==> src/rtl/cpu_seq_pkg.sv <==
// Shared types for the RV32 phase sequencer: phase encoding and wait-timer bounds.
package cpu_seq_pkg;

  typedef enum logic [2:0] {
    IDLE   = 3'd0,
    FETCH  = 3'd1,
    DECODE = 3'd2,
    EXEC   = 3'd3,
    MEM    = 3'd4,
    WB     = 3'd5,
    ERR    = 3'd7
  } phase_t;

  // Ack wait bound range; the timer is sized to hold the largest legal bound.
  localparam int unsigned MEM_TIMEOUT_MAX = 255;
  localparam int unsigned TMR_W           = 8;

endpackage

==> src/rtl/seq_wait_timer.sv <==
// Ack-wait down-counter: clr reloads LIMIT-1, en counts down, expire flags the last allowed wait cycle.
module seq_wait_timer
  import cpu_seq_pkg::*;
#(
  parameter int unsigned LIMIT = 15
) (
  input  logic clk_i,
  input  logic rst_ni,
  input  logic clr_i,
  input  logic en_i,
  output logic expire_o
);

  localparam int unsigned LIM_C = (LIMIT > MEM_TIMEOUT_MAX) ? MEM_TIMEOUT_MAX :
                                  (LIMIT == 0)              ? 1 : LIMIT;
  localparam logic [TMR_W-1:0] LOAD = TMR_W'(LIM_C - 1);

  logic [TMR_W-1:0] cnt_q, cnt_d;

  always_comb begin
    cnt_d = cnt_q;
    if (clr_i) begin
      cnt_d = LOAD;
    end else if (en_i && (cnt_q != '0)) begin
      cnt_d = cnt_q - 1'b1;
    end
  end

  always_ff @(posedge clk_i or negedge rst_ni) begin
    if (!rst_ni) begin
      cnt_q <= '0;
    end else begin
      cnt_q <= cnt_d;
    end
  end

  assign expire_o = en_i && (cnt_q == '0);

endmodule

==> src/rtl/cpu_phase_seq.sv <==
// Multi-cycle FETCH/DECODE/EXEC/MEM/WB sequencer with IROM/DRAM handshakes, run/step control and bus timeout.
// Optional perf counters (instret, cycles) are built only when PERF_CNT_EN is defined.
module cpu_phase_seq
  import cpu_seq_pkg::*;
#(
  parameter int unsigned MEM_TIMEOUT = 15,
  parameter int unsigned CNT_W       = 32
) (
  input  logic             cpu_clk,
  input  logic             cpu_rst,
  input  logic             run,
  input  logic             step_req,
  input  logic             is_load,
  input  logic             is_store,
  input  logic             reg_write_dec,
  output logic             imem_req,
  input  logic             imem_ack,
  output logic             ir_we,
  output logic             dmem_req,
  output logic             dmem_we,
  input  logic             dmem_ack,
  output logic             pc_we,
  output logic             rf_we,
  output logic             retire,
  output logic             halted,
  output logic             bus_err,
  output logic [2:0]       phase,
  output logic [CNT_W-1:0] instret,
  output logic [CNT_W-1:0] cycles
);

  phase_t state_q, state_d;
  logic   tmr_clr, tmr_en, tmr_expire;

  // A single step needs no extra state: with run low, WB always falls back to IDLE.
  always_comb begin
    state_d  = state_q;
    imem_req = 1'b0;
    ir_we    = 1'b0;
    dmem_req = 1'b0;
    dmem_we  = 1'b0;
    pc_we    = 1'b0;
    rf_we    = 1'b0;
    retire   = 1'b0;
    halted   = 1'b0;
    bus_err  = 1'b0;
    tmr_en   = 1'b0;
    case (state_q)
      IDLE: begin
        halted = 1'b1;
        if (run || step_req) state_d = FETCH;
      end
      FETCH: begin
        imem_req = 1'b1;
        ir_we    = imem_ack;
        tmr_en   = !imem_ack;
        if (imem_ack)        state_d = DECODE;
        else if (tmr_expire) state_d = ERR;
      end
      DECODE: state_d = EXEC;
      EXEC:   state_d = (is_load || is_store) ? MEM : WB;
      MEM: begin
        dmem_req = 1'b1;
        dmem_we  = is_store;
        tmr_en   = !dmem_ack;
        if (dmem_ack)        state_d = WB;
        else if (tmr_expire) state_d = ERR;
      end
      WB: begin
        pc_we   = 1'b1;
        rf_we   = reg_write_dec;
        retire  = 1'b1;
        state_d = run ? FETCH : IDLE;
      end
      ERR:     bus_err = 1'b1;
      default: state_d = ERR;
    endcase
  end

  always_ff @(posedge cpu_clk or negedge cpu_rst) begin
    if (!cpu_rst) begin
      state_q <= IDLE;
    end else begin
      state_q <= state_d;
    end
  end

  // Reload on every phase change so each FETCH/MEM visit gets a fresh wait budget.
  assign tmr_clr = (state_d != state_q);

  seq_wait_timer #(
    .LIMIT (MEM_TIMEOUT)
  ) u_wait_timer (
    .clk_i    (cpu_clk),
    .rst_ni   (cpu_rst),
    .clr_i    (tmr_clr),
    .en_i     (tmr_en),
    .expire_o (tmr_expire)
  );

  assign phase = state_q;

`ifdef PERF_CNT_EN
  logic [CNT_W-1:0] instret_q, cycles_q;

  always_ff @(posedge cpu_clk or negedge cpu_rst) begin
    if (!cpu_rst) begin
      instret_q <= '0;
      cycles_q  <= '0;
    end else begin
      instret_q <= instret_q + CNT_W'(state_q == WB);
      cycles_q  <= cycles_q + CNT_W'(state_q != IDLE);
    end
  end

  assign instret = instret_q;
  assign cycles  = cycles_q;
`else
  assign instret = '0;
  assign cycles  = '0;
`endif

endmodule

==> config.mk <==
export PLATFORM = sky130hd
export DESIGN_NAME = cpu_phase_seq
export DESIGN_NICKNAME = d
export VERILOG_FILES = /design/src/rtl/cpu_seq_pkg.sv /design/src/rtl/seq_wait_timer.sv /design/src/rtl/cpu_phase_seq.sv
export SDC_FILE = /design/constraint.sdc
export NUM_CORES = 1
export LEC_CHECK = 0
export BUFFER_PORTS_ARGS = -buffer_cell sky130_fd_sc_hd__buf_4
export CORE_MARGIN = 2
export CORE_UTILIZATION = 38
export DETAILED_ROUTE_END_ITERATION = 6
export GPL_TIMING_DRIVEN = 0
export PLACE_DENSITY = 0.74
export SLEW_MARGIN = 20
export SYNTH_ARGS = -nofsm -noshare
export SYNTH_HDL_FRONTEND = slang
export SYNTH_SLANG_ARGS = --single-unit
==> constraint.sdc <==
create_clock -name cpu_clk -period 1.9 [get_ports cpu_clk]
set_input_delay 0.38 -clock cpu_clk [delete_from_list [all_inputs] [get_ports cpu_clk]]
set_output_delay 0.38 -clock cpu_clk [all_outputs]
set_load 0.05 [all_outputs]
==> parameters.txt, run 1 <==
Parameter                              Value

Routing
  DR vias/cell    3.76
  Number of search-and-repair iterations in the first detailed-routing pass    4
  Post-DR wirelength/cell    8.38 um
  Vias after detailed routing    approximately 1100
  Post-route DRC violation count    0
  Total detailed-routing wirelength    around 2400 um
  Number of DRC markers in iteration 0    46
  Antenna Violating Nets Remaining    0

Power and ir drop
  Leakage power    approximately 1.1 nW
  Maximum resistive drop on vdd    0.269 mV
  Pwr/cell area    422 nW/um^2
  Internal power    roughly 420 uW
  Total power of the final layout    805 uW
  Part of the power in registers    29.0%
  Switching part of the total power    a little under half
  Clock network fraction of design power    about a fifth
  Combinational Power Share    50.7%
  Power dissipated by switching net loads    386 uW

CTS
  H-tree Lvls    1
  Root buffer cell    clkbuf_4
  CTS tree    done
  Clock buffers created by TritonCTS    3
  Clock slew seen by the registers of the worst setup and hold paths    80 ps
  Sink count of the clock tree    11
  Number of buffers on the longest clock path    2
  Clock insertion delay at the later pin of the skew report    270 ps

Setup path
  Worst Setup End Kind    register
  Critical path class    register to register
  Data required time at the worst endpoint    2100 ps
  Element type at the critical path start    register
  Crit path max fanout    5
  Arrival time reported for the critical path endpoint    roughly 2300 ps

Logic synthesis
  Area share of xor/xnor cells in the synthesized design    0.709%
  Area fraction in compound gates after synthesis    between 10 and 15%
  Average size of a mapped cell    between 8 and 9 um^2
  Adder and majority gate portion of the synthesized area    ~2.0%
  Number of synthesis warnings    0
  Post-Synthesis Cell Area    1230 um^2
  Simple logic cell fraction of the synthesized area    16.8%
  Share of cell area taken by muxes after synthesis    less than 1%
  Async set-or-reset flop fraction in the synthesized netlist    100%
  Main combinational cell family by area after synthesis    buffers and inverters
  Sequential cell area fraction in the yosys report    between 20 and 25%
  Flop and latch count out of synthesis    11
  Count of unique library cells instantiated by Yosys    34
  Top_reg_cell synth    dfrtp_1
  Synth Instances    152
  Number of flops mapped to enable cells by yosys    0

STA
  Unrepaired setup endpoints after global routing    yes
  Number of pins exceeding their max-slew limit in the final report    0
  Skew final    roughly 6 ps
  Worst Setup Slack, final    -193 ps
  Final min period    2090 ps
  Final-report setup violation count    8
  Count of final hold-check violations    0
  Max Clock Freq    478 MHz
  Post-route fraction of the period consumed by the critical path    110%
  Hold Slack    between 400 and 500 ps

Die
  Number of rows in the core area    20
  Ports    85
  Starting density of the core    40.1%
  Die height    between 60 and 70 um
  Die footprint    3720 um^2
  Core box area    3080 um^2
  Width of the chip    61.0 um

Flow run
  Maximum capacitance violations    0

Final layout
  Net total in the final layout    257
  Layout cells sized above 1    50.2%
  Core Util, Final    62.0%
  Number of fill cells    277
  Most used cells in the layout excluding fill and tap cells    88 x buf_4, 64 x conb_1, 8 x nor2_1
  Number of diodes    0
  Leading cell type in the layout, fill and taps excluded    buf_4
  Final instance area    around 1900 um^2
  Layout overhead on the synthesized area    54.4%
  Cell Count, Final, Fillers Out    289

Global route
  Number of global-route vias before repair    a little over 800
  Overall fraction of global-route tracks in use    12.1%
  Sum of overflow across all layers after global routing    0
  Largest net degree at the start of global routing    12
  Initial antenna violation count    0
  Wire length of the first global-routing pass    3530 um

Placement
  Detailed placer's ending HPWL    1880 um
  Post-place instance area    1760 um^2
  Last weighted congestion value of the routability-driven placer    0.777
  Count of buffers from port buffering    20
  Placed Cells    around 280

Hold path
  Hold Path Class    primary input to register

Status
  Failing checks    negative setup slack
  Result of the run    finished, violations left
-- worst paths after layout --
| path | startpoint | to | slack (ps) | depth (start not counted) |
|---|---|---|---|---|
| worst min-delay path | imem_ack | phase[1]$_DFF_PN0_ | 450 | 3 |
| max in group asynchronous | cpu_rst | phase[1]$_DFF_PN0_ | 1260 | 2 |
| worst max register to register | u_wait_timer.cnt_q[3]$_DFFE_PN0P_ | u_wait_timer.cnt_q[7]$_DFFE_PN0P_ | -190 | 5 |
| worst max-delay path | u_wait_timer.cnt_q[3]$_DFFE_PN0P_ | u_wait_timer.cnt_q[7]$_DFFE_PN0P_ | -190 | 5 |
| worst min register to register | u_wait_timer.cnt_q[1]$_DFFE_PN0P_ | u_wait_timer.cnt_q[1]$_DFFE_PN0P_ | 570 | 1 |
| min in group asynchronous | cpu_rst | u_wait_timer.cnt_q[6]$_DFFE_PN0P_ | 470 | 2 |
-- cells in the mapped netlist, types with 3 or more instances --
cell type,instances,area [um^2]
or4_1,4,30.0
dfrtp_1,11,275
buf_4,65,488
nor3_1,4,20.0
o211ai_1,3,22.5
nor2_1,10,37.5
o21ai_0,8,40.0
inv_1,5,18.8
a21oi_1,6,30.0
-- sequential cells by signal, summed over array words and instances (netlist names) --
name / count
phase: 3
u_wait_timer.cnt_q: 8
-- cells by family (layout without fill, tap and decap cells) --
| family | after synthesis | after routing |
|---|---|---|
| buffers and inverters | 74 | 104 |
| AND/OR/NAND/NOR | 34 | 34 |
| AO/OA/AOI/OAI | 28 | 28 |
| flip-flops | 11 | 11 |
| adder cells (fa/ha/maj) | 2 | 2 |
| other | 1 | 64 |
| XOR/XNOR | 1 | 1 |
| multiplexers | 1 | 1 |
-- layout make-up --
cell class              instances  area (um^2)  share of cell area (%)
clock buffers                   4         26.3                    1.38
repair buffers                 26          205                    10.8
multi-input cells             130          783                    41.1
well taps                      44         55.1                    2.89
inverters                       5         18.8                   0.984
flip-flops and latches         11          280                    14.7
plain buffers                  69          538                    28.2
-- critical path, stage by stage (launching register included) --
cell and delay [ps]:
dfrtp_1 390, or4_4 540, buf_6 140, or4_4 410, or4_4 420, a21oi_2 130
-- repair_timing --
| action | CTS | global route |
|---|---|---|
| hold buffers | 1 | 0 |
| endpoints found under the hold margin | 11 | 0 |
| pin swaps | 0 | 2 |
| endpoints found under the setup margin | 8 | 14 |
| gates resized for setup | 4 | 15 |
| setup buffers | 2 | 3 |
-- power by group through the flow --
| stage | logic (mW) | clock network (mW) | registers [mW] |
|---|---|---|---|
| finish | 0.409 | 0.163 | 0.234 |
| global route | 0.428 | 0.180 | 0.234 |
| CTS | 0.403 | 0.166 | 0.234 |
| detailed placement | 0.401 | 0 | 0.239 |
| global placement | 0.401 | 0 | 0.239 |
| floorplan | 0.380 | 0 | 0.239 |
-- metrics by stage --
step,TNS (ps),setup WS [ps]
global placement,-896,-200
CTS,-481,-168
global route,-1820,-248
finish,-1070,-193
floorplan,-602,-167
detailed placement,-800,-218
-- metal layers --
| layer | vias to the layer above | GRT usage (%) | wire, um |
|---|---|---|---|
| met5 | - | 0 | 0 |
| met4 | 0 | 2.48 | 4 |
| met3 | 2 | 2.35 | 244 |
| met2 | 53 | 20.3 | 1220 |
| met1 | 458 | 16.4 | 947 |
| li1 | 574 | - | - |
Note: power is estimated with default switching activity, not from simulation.
==> run 2: changes to the inputs <==
- ABC_AREA: unset -> 0
- CELL_PAD_IN_SITES_DETAIL_PLACEMENT: unset -> 0
- CELL_PAD_IN_SITES_GLOBAL_PLACEMENT: unset -> 1
- CORE_UTILIZATION: 38 -> 25
- PLACE_DENSITY: 0.74 -> 0.73
==> run 2 against run 1 <==
The run still ends with negative setup slack left; non-clock buffer count shrank 1; critical endpoint unchanged; core utilization shrank 22 points; flip-flop and latch count is the same; highest routed layer unchanged; first-iteration DRC count shrank 48%; worst hold slack gained 18 ps.
==> parameters.txt, run 2 (synthesis gave the netlist of run 1 again) <==
Parameter                              Value

Die
  Width of the chip    roughly 74 um
  Die height    around 74 um
  Die footprint    around 5500 um^2
  Ports    85
  Core box area    4750 um^2
  Number of rows in the core area    25
  Starting density of the core    between 20 and 30%

STA
  Post-route fraction of the period consumed by the critical path    110%
  Worst Setup Slack, final    -185 ps
  Final-report setup violation count    8
  Aggregate negative setup slack    -1170 ps
  Final min period    2090 ps
  Hold Slack    about 470 ps
  Skew final    between 4 and 5 ps
  Unrepaired setup endpoints after global routing    yes
  Count of final hold-check violations    0
  Max Clock Freq    480 MHz
  Number of pins exceeding their max-slew limit in the final report    0

Final layout
  Area occupied by registers    280 um^2
  Largest register FFs    8
  Final instance area    1920 um^2
  Number of fill cells    510
  Net total in the final layout    about 260
  Number of diodes    0
  Largest register by flop count    u_wait_timer.cnt_q
  Most used cells in the layout excluding fill and tap cells    89 x buf_4, 64 x conb_1, 8 x nor2_1
  Cell Count, Final, Fillers Out    311
  Area of the multi-input gates    762 um^2
  Leading cell type in the layout, fill and taps excluded    buf_4
  Layout cells sized above 1    48.8%
  Layout overhead on the synthesized area    55.3%
  Core Util, Final    40.3%

Routing
  Number of DRC markers in iteration 0    24
  Total detailed-routing wirelength    2490 um
  Vias after detailed routing    1108
  DR vias/cell    approximately 3.6
  Antenna Violating Nets Remaining    0
  Post-DR wirelength/cell    8.02 um
  Number of search-and-repair iterations in the first detailed-routing pass    4
  Post-route DRC violation count    0

Setup path
  Crit-path max cell delay    540 ps
  Cell family with most CP delay    simple AND/OR/NAND/NOR gates
  Crit-path slowest cell    or4_4
  Buffers and inverters on the worst path    1
  Element type at the critical path start    register
  Crit path max fanout    7
  Critical path class    register to register
  Cell breakdown of the critical path    or4_4 -> buf_6 -> or4_4 -> or4_4 -> a21oi_2
  Data required time at the worst endpoint    2080 ps
  Worst Setup End Kind    register
  Cell mode on critical path    or4_4
  Arrival time reported for the critical path endpoint    roughly 2300 ps

CTS
  CTS tree    done
  H-tree Lvls    1
  Sink count of the clock tree    11
  Clock buffers created by TritonCTS    3
  Clock slew seen by the registers of the worst setup and hold paths    roughly 50 ps
  Root buffer cell    clkbuf_8
  Clock insertion delay at the later pin of the skew report    around 240 ps
  Number of buffers on the longest clock path    2

Power and ir drop
  Leakage power    1.05 nW
  Pwr/cell area    462 nW/um^2
  Maximum resistive drop on vdd    0.252 mV
  Total power of the final layout    887 uW

Placement
  Setup slack at placement    -225 ps
  Placed Cells    302
  Detailed placer's ending HPWL    1980 um
  Post-place instance area    between 1500 and 2000 um^2
  Last weighted congestion value of the routability-driven placer    0.790
  Count of buffers from port buffering    20

Global route
  Number of global-route vias before repair    868
  Sum of overflow across all layers after global routing    0
  Wire length of the first global-routing pass    3800 um
  Largest net degree at the start of global routing    12
  Overall fraction of global-route tracks in use    8.94%
  Initial antenna violation count    0

Status
  Result of the run    finished, violations left
  Failing checks    negative setup slack

Flow run
  Maximum capacitance violations    0

Hold path
  Hold Path Class    primary input to register
[run 2: final timing paths]
| path | from | to | slack [ps] | depth (start not counted) |
|---|---|---|---|---|
| setup / recovery | u_wait_timer.cnt_q[3]$_DFFE_PN0P_ | u_wait_timer.cnt_q[7]$_DFFE_PN0P_ | -190 | 5 |
| hold / removal | is_load | phase[0]$_DFF_PN0_ | 470 | 4 |
| setup reg to reg | u_wait_timer.cnt_q[3]$_DFFE_PN0P_ | u_wait_timer.cnt_q[7]$_DFFE_PN0P_ | -190 | 5 |
| hold reg to reg | u_wait_timer.cnt_q[1]$_DFFE_PN0P_ | u_wait_timer.cnt_q[1]$_DFFE_PN0P_ | 550 | 1 |
| max in group asynchronous | cpu_rst | phase[2]$_DFF_PN0_ | 1210 | 2 |
| min in group asynchronous | cpu_rst | u_wait_timer.cnt_q[0]$_DFFE_PN0P_ | 520 | 2 |
[run 2: worst reg2reg max path, cell delays in order (launching register included)]
cell     delay, ps
dfrtp_1        380
or4_4          540
buf_6          150
or4_4          410
or4_4          420
a21oi_2        120
[run 2: cell type report]
type / count / share of cell area [%]
Tap cell: 67 / 4.37
Multi-Input combinational cell: 130 / 39.7
Buffer: 69 / 28.0
Sequential cell: 11 / 14.6
Timing Repair Buffer: 25 / 9.92
Clock buffer: 4 / 2.35
Inverter: 5 / 0.978
[run 2: report_power, final]
part           total [mW]  internal (mW)  switching, mW
Combinational       0.408          0.104          0.304
Sequential          0.235          0.235              0
Clock               0.244          0.148         0.0958
[run 2: per-layer routing]
layer,global-route usage (%),share of wire [%],up-vias
li1,-,-,573
met1,10.7,40,470
met2,15.2,49,60
met3,1.63,9.0,5
met4,4.76,1.6,0
met5,0,0,-
[run 2: timing repair]
item                       4_1_cts  5_1_grt
gates resized for setup          3        8
setup buffers                    2        2
hold endpoints to repair        11        0
setup endpoints to repair        9       13
hold buffers                     1        0
==> run 3: changes to the inputs <==
- ABC_CLOCK_PERIOD_IN_PS: unset -> 1900
- REMOVE_ABC_BUFFERS: unset -> 1
==> run 3 against run 2 <==
The run still ends with negative setup slack left; via count decreased by 18%; clock-buffer cell count decreased by 1; clock power decreased by 2%; clock skew increased by 2.4 ps; worst hold slack lost 2.9 ps; flip-flop and latch count unchanged; largest power group unchanged; global-route usage decreased by 1.7 points.
==> parameters.txt, run 3 (synthesis gave the netlist of run 1 again) <==
Parameter                              Value

Power and ir drop
  Total power of the final layout    slightly below 800 uW
  Pwr/cell area    about 550 nW/um^2
  Maximum resistive drop on vdd    0.194 mV
  Leakage power    between 0.6 and 0.7 nW

STA
  Max Clock Freq    505 MHz
  Worst Setup Slack, final    -78.3 ps
  Hold Slack    between 400 and 500 ps
  Post-route fraction of the period consumed by the critical path    104%
  Skew final    6.62 ps
  Aggregate negative setup slack    -137 ps
  Number of pins exceeding their max-slew limit in the final report    0
  Count of final hold-check violations    0
  Final min period    1980 ps
  Final-report setup violation count    2
  Unrepaired setup endpoints after global routing    yes

Global route
  Number of global-route vias before repair    682
  Overall fraction of global-route tracks in use    7.21%
  Initial antenna violation count    0
  Wire length of the first global-routing pass    3110 um
  Largest net degree at the start of global routing    17
  Sum of overflow across all layers after global routing    0

Final layout
  Most used cells in the layout excluding fill and tap cells    64 x conb_1, 28 x buf_4, 9 x nor2_1
  Core Util, Final    29.4%
  Final instance area    approximately 1400 um^2
  Cell Count, Final, Fillers Out    246
  Number of diodes    0
  Largest register FFs    8
  Layout overhead on the synthesized area    13.3%
  Layout cells sized above 1    28.5%
  Largest register by flop count    u_wait_timer.cnt_q
  Net total in the final layout    191
  Leading cell type in the layout, fill and taps excluded    conb_1

Routing
  Total detailed-routing wirelength    2120 um
  Antenna Violating Nets Remaining    0
  Vias after detailed routing    910
  Wire length the detailed router placed on met1    approximately 960 um
  Number of DRC markers in iteration 0    48
  Post-DR wirelength/cell    ~8.6 um
  Routed met2 length    917 um
  Met3 wire len    233 um
  Post-route DRC violation count    0
  Number of search-and-repair iterations in the first detailed-routing pass    4
  DR vias/cell    3.70
  Uppermost layer routed    met4

CTS
  Number of buffers on the longest clock path    2
  CTS tree    done
  Clock insertion delay at the later pin of the skew report    240 ps
  Clock buffers created by TritonCTS    3
  Clock slew seen by the registers of the worst setup and hold paths    60 ps
  H-tree Lvls    1
  Sink count of the clock tree    11
  Root buffer cell    clkbuf_8

Die
  Starting density of the core    26.0%
  Die height    approximately 74 um
  Number of rows in the core area    25
  Width of the chip    74.3 um
  Ports    85
  Die footprint    roughly 5500 um^2
  Core box area    4750 um^2

Setup path
  Reg-to-reg slack, setup    -80 ps
  R2r startpoint    u_wait_timer.cnt_q[2]$_DFFE_PN0P_
  Worst Setup End Kind    register
  Capture instance of the worst register-to-register path    u_wait_timer.cnt_q[7]$_DFFE_PN0P_
  Critical path class    register to register
  Crit. Startpoint    u_wait_timer.cnt_q[2]$_DFFE_PN0P_
  Capturing instance or port of the critical path    u_wait_timer.cnt_q[7]$_DFFE_PN0P_
  Data required time at the worst endpoint    2070 ps
  Arrival time reported for the critical path endpoint    2150 ps
  Crit path max fanout    2
  Element type at the critical path start    register
  Count of cells along the worst register-to-register path    4

Status
  Failing checks    negative setup slack
  Result of the run    finished, violations left

Hold path
  Hold Path Class    primary input to register

Placement
  Placed Cells    about 230
  Count of buffers from port buffering    20
  Post-place instance area    ~1200 um^2
  Setup slack at placement    -396 ps
  Last weighted congestion value of the routability-driven placer    0.737
  Detailed placer's ending HPWL    1600 um

Flow run
  Maximum capacitance violations    0
-- run 3: layout make-up --
class,instances,area (um^2)
fillers,526,3360
multi-input cells,130,749
flip-flops and latches,11,280
repair buffers,29,220
well taps,67,83.8
clock buffers,3,41.3
inverters,5,18.8
clock inverters,1,5.00
-- run 3: metal layers --
layer | GRT usage, % | up-vias
met2 | 10.5 | 54
met5 | 0 | -
met4 | 0.595 | 0
met1 | 10.5 | 415
met3 | 2.85 | 2
li1 | - | 439
-- run 3: report_power, final --
| part | switching [mW] | total [mW] | internal, mW |
|---|---|---|---|
| clock network | 0.0954 | 0.240 | 0.144 |
| registers | 0 | 0.234 | 0.234 |
| logic | 0.287 | 0.301 | 0.0137 |
-- run 3: critical path: stages (launching register included) --
cell	delay (ps)
dfrtp_2	400
or4_4	530
or4_4	430
or4_4	430
a21oi_2	120
-- run 3: worst min path at each step --
| stage | cells after the start | slack, ps | endpoint | from |
|---|---|---|---|---|
| final | 4 | 470 | phase[0]$_DFF_PN0_ | is_load |
| after global placement | 1 | 220 | u_wait_timer.cnt_q[5]$_DFFE_PN0P_ | cpu_rst |
| after detailed placement | 1 | 220 | u_wait_timer.cnt_q[5]$_DFFE_PN0P_ | cpu_rst |
| after CTS | 4 | 470 | phase[0]$_DFF_PN0_ | is_load |
| after floorplan | 0 | 80 | phase[0]$_DFF_PN0_ | cpu_rst |
| after global routing | 3 | 480 | phase[1]$_DFF_PN0_ | imem_ack |
-- run 3: repair_timing --
item,CTS,global route
hold endpoints to repair,11,0
cloned,0,0
setup endpoints to repair,14,8
hold buffers,1,0
pin swaps,5,0
buffers inserted,5,3
resized for setup,17,3
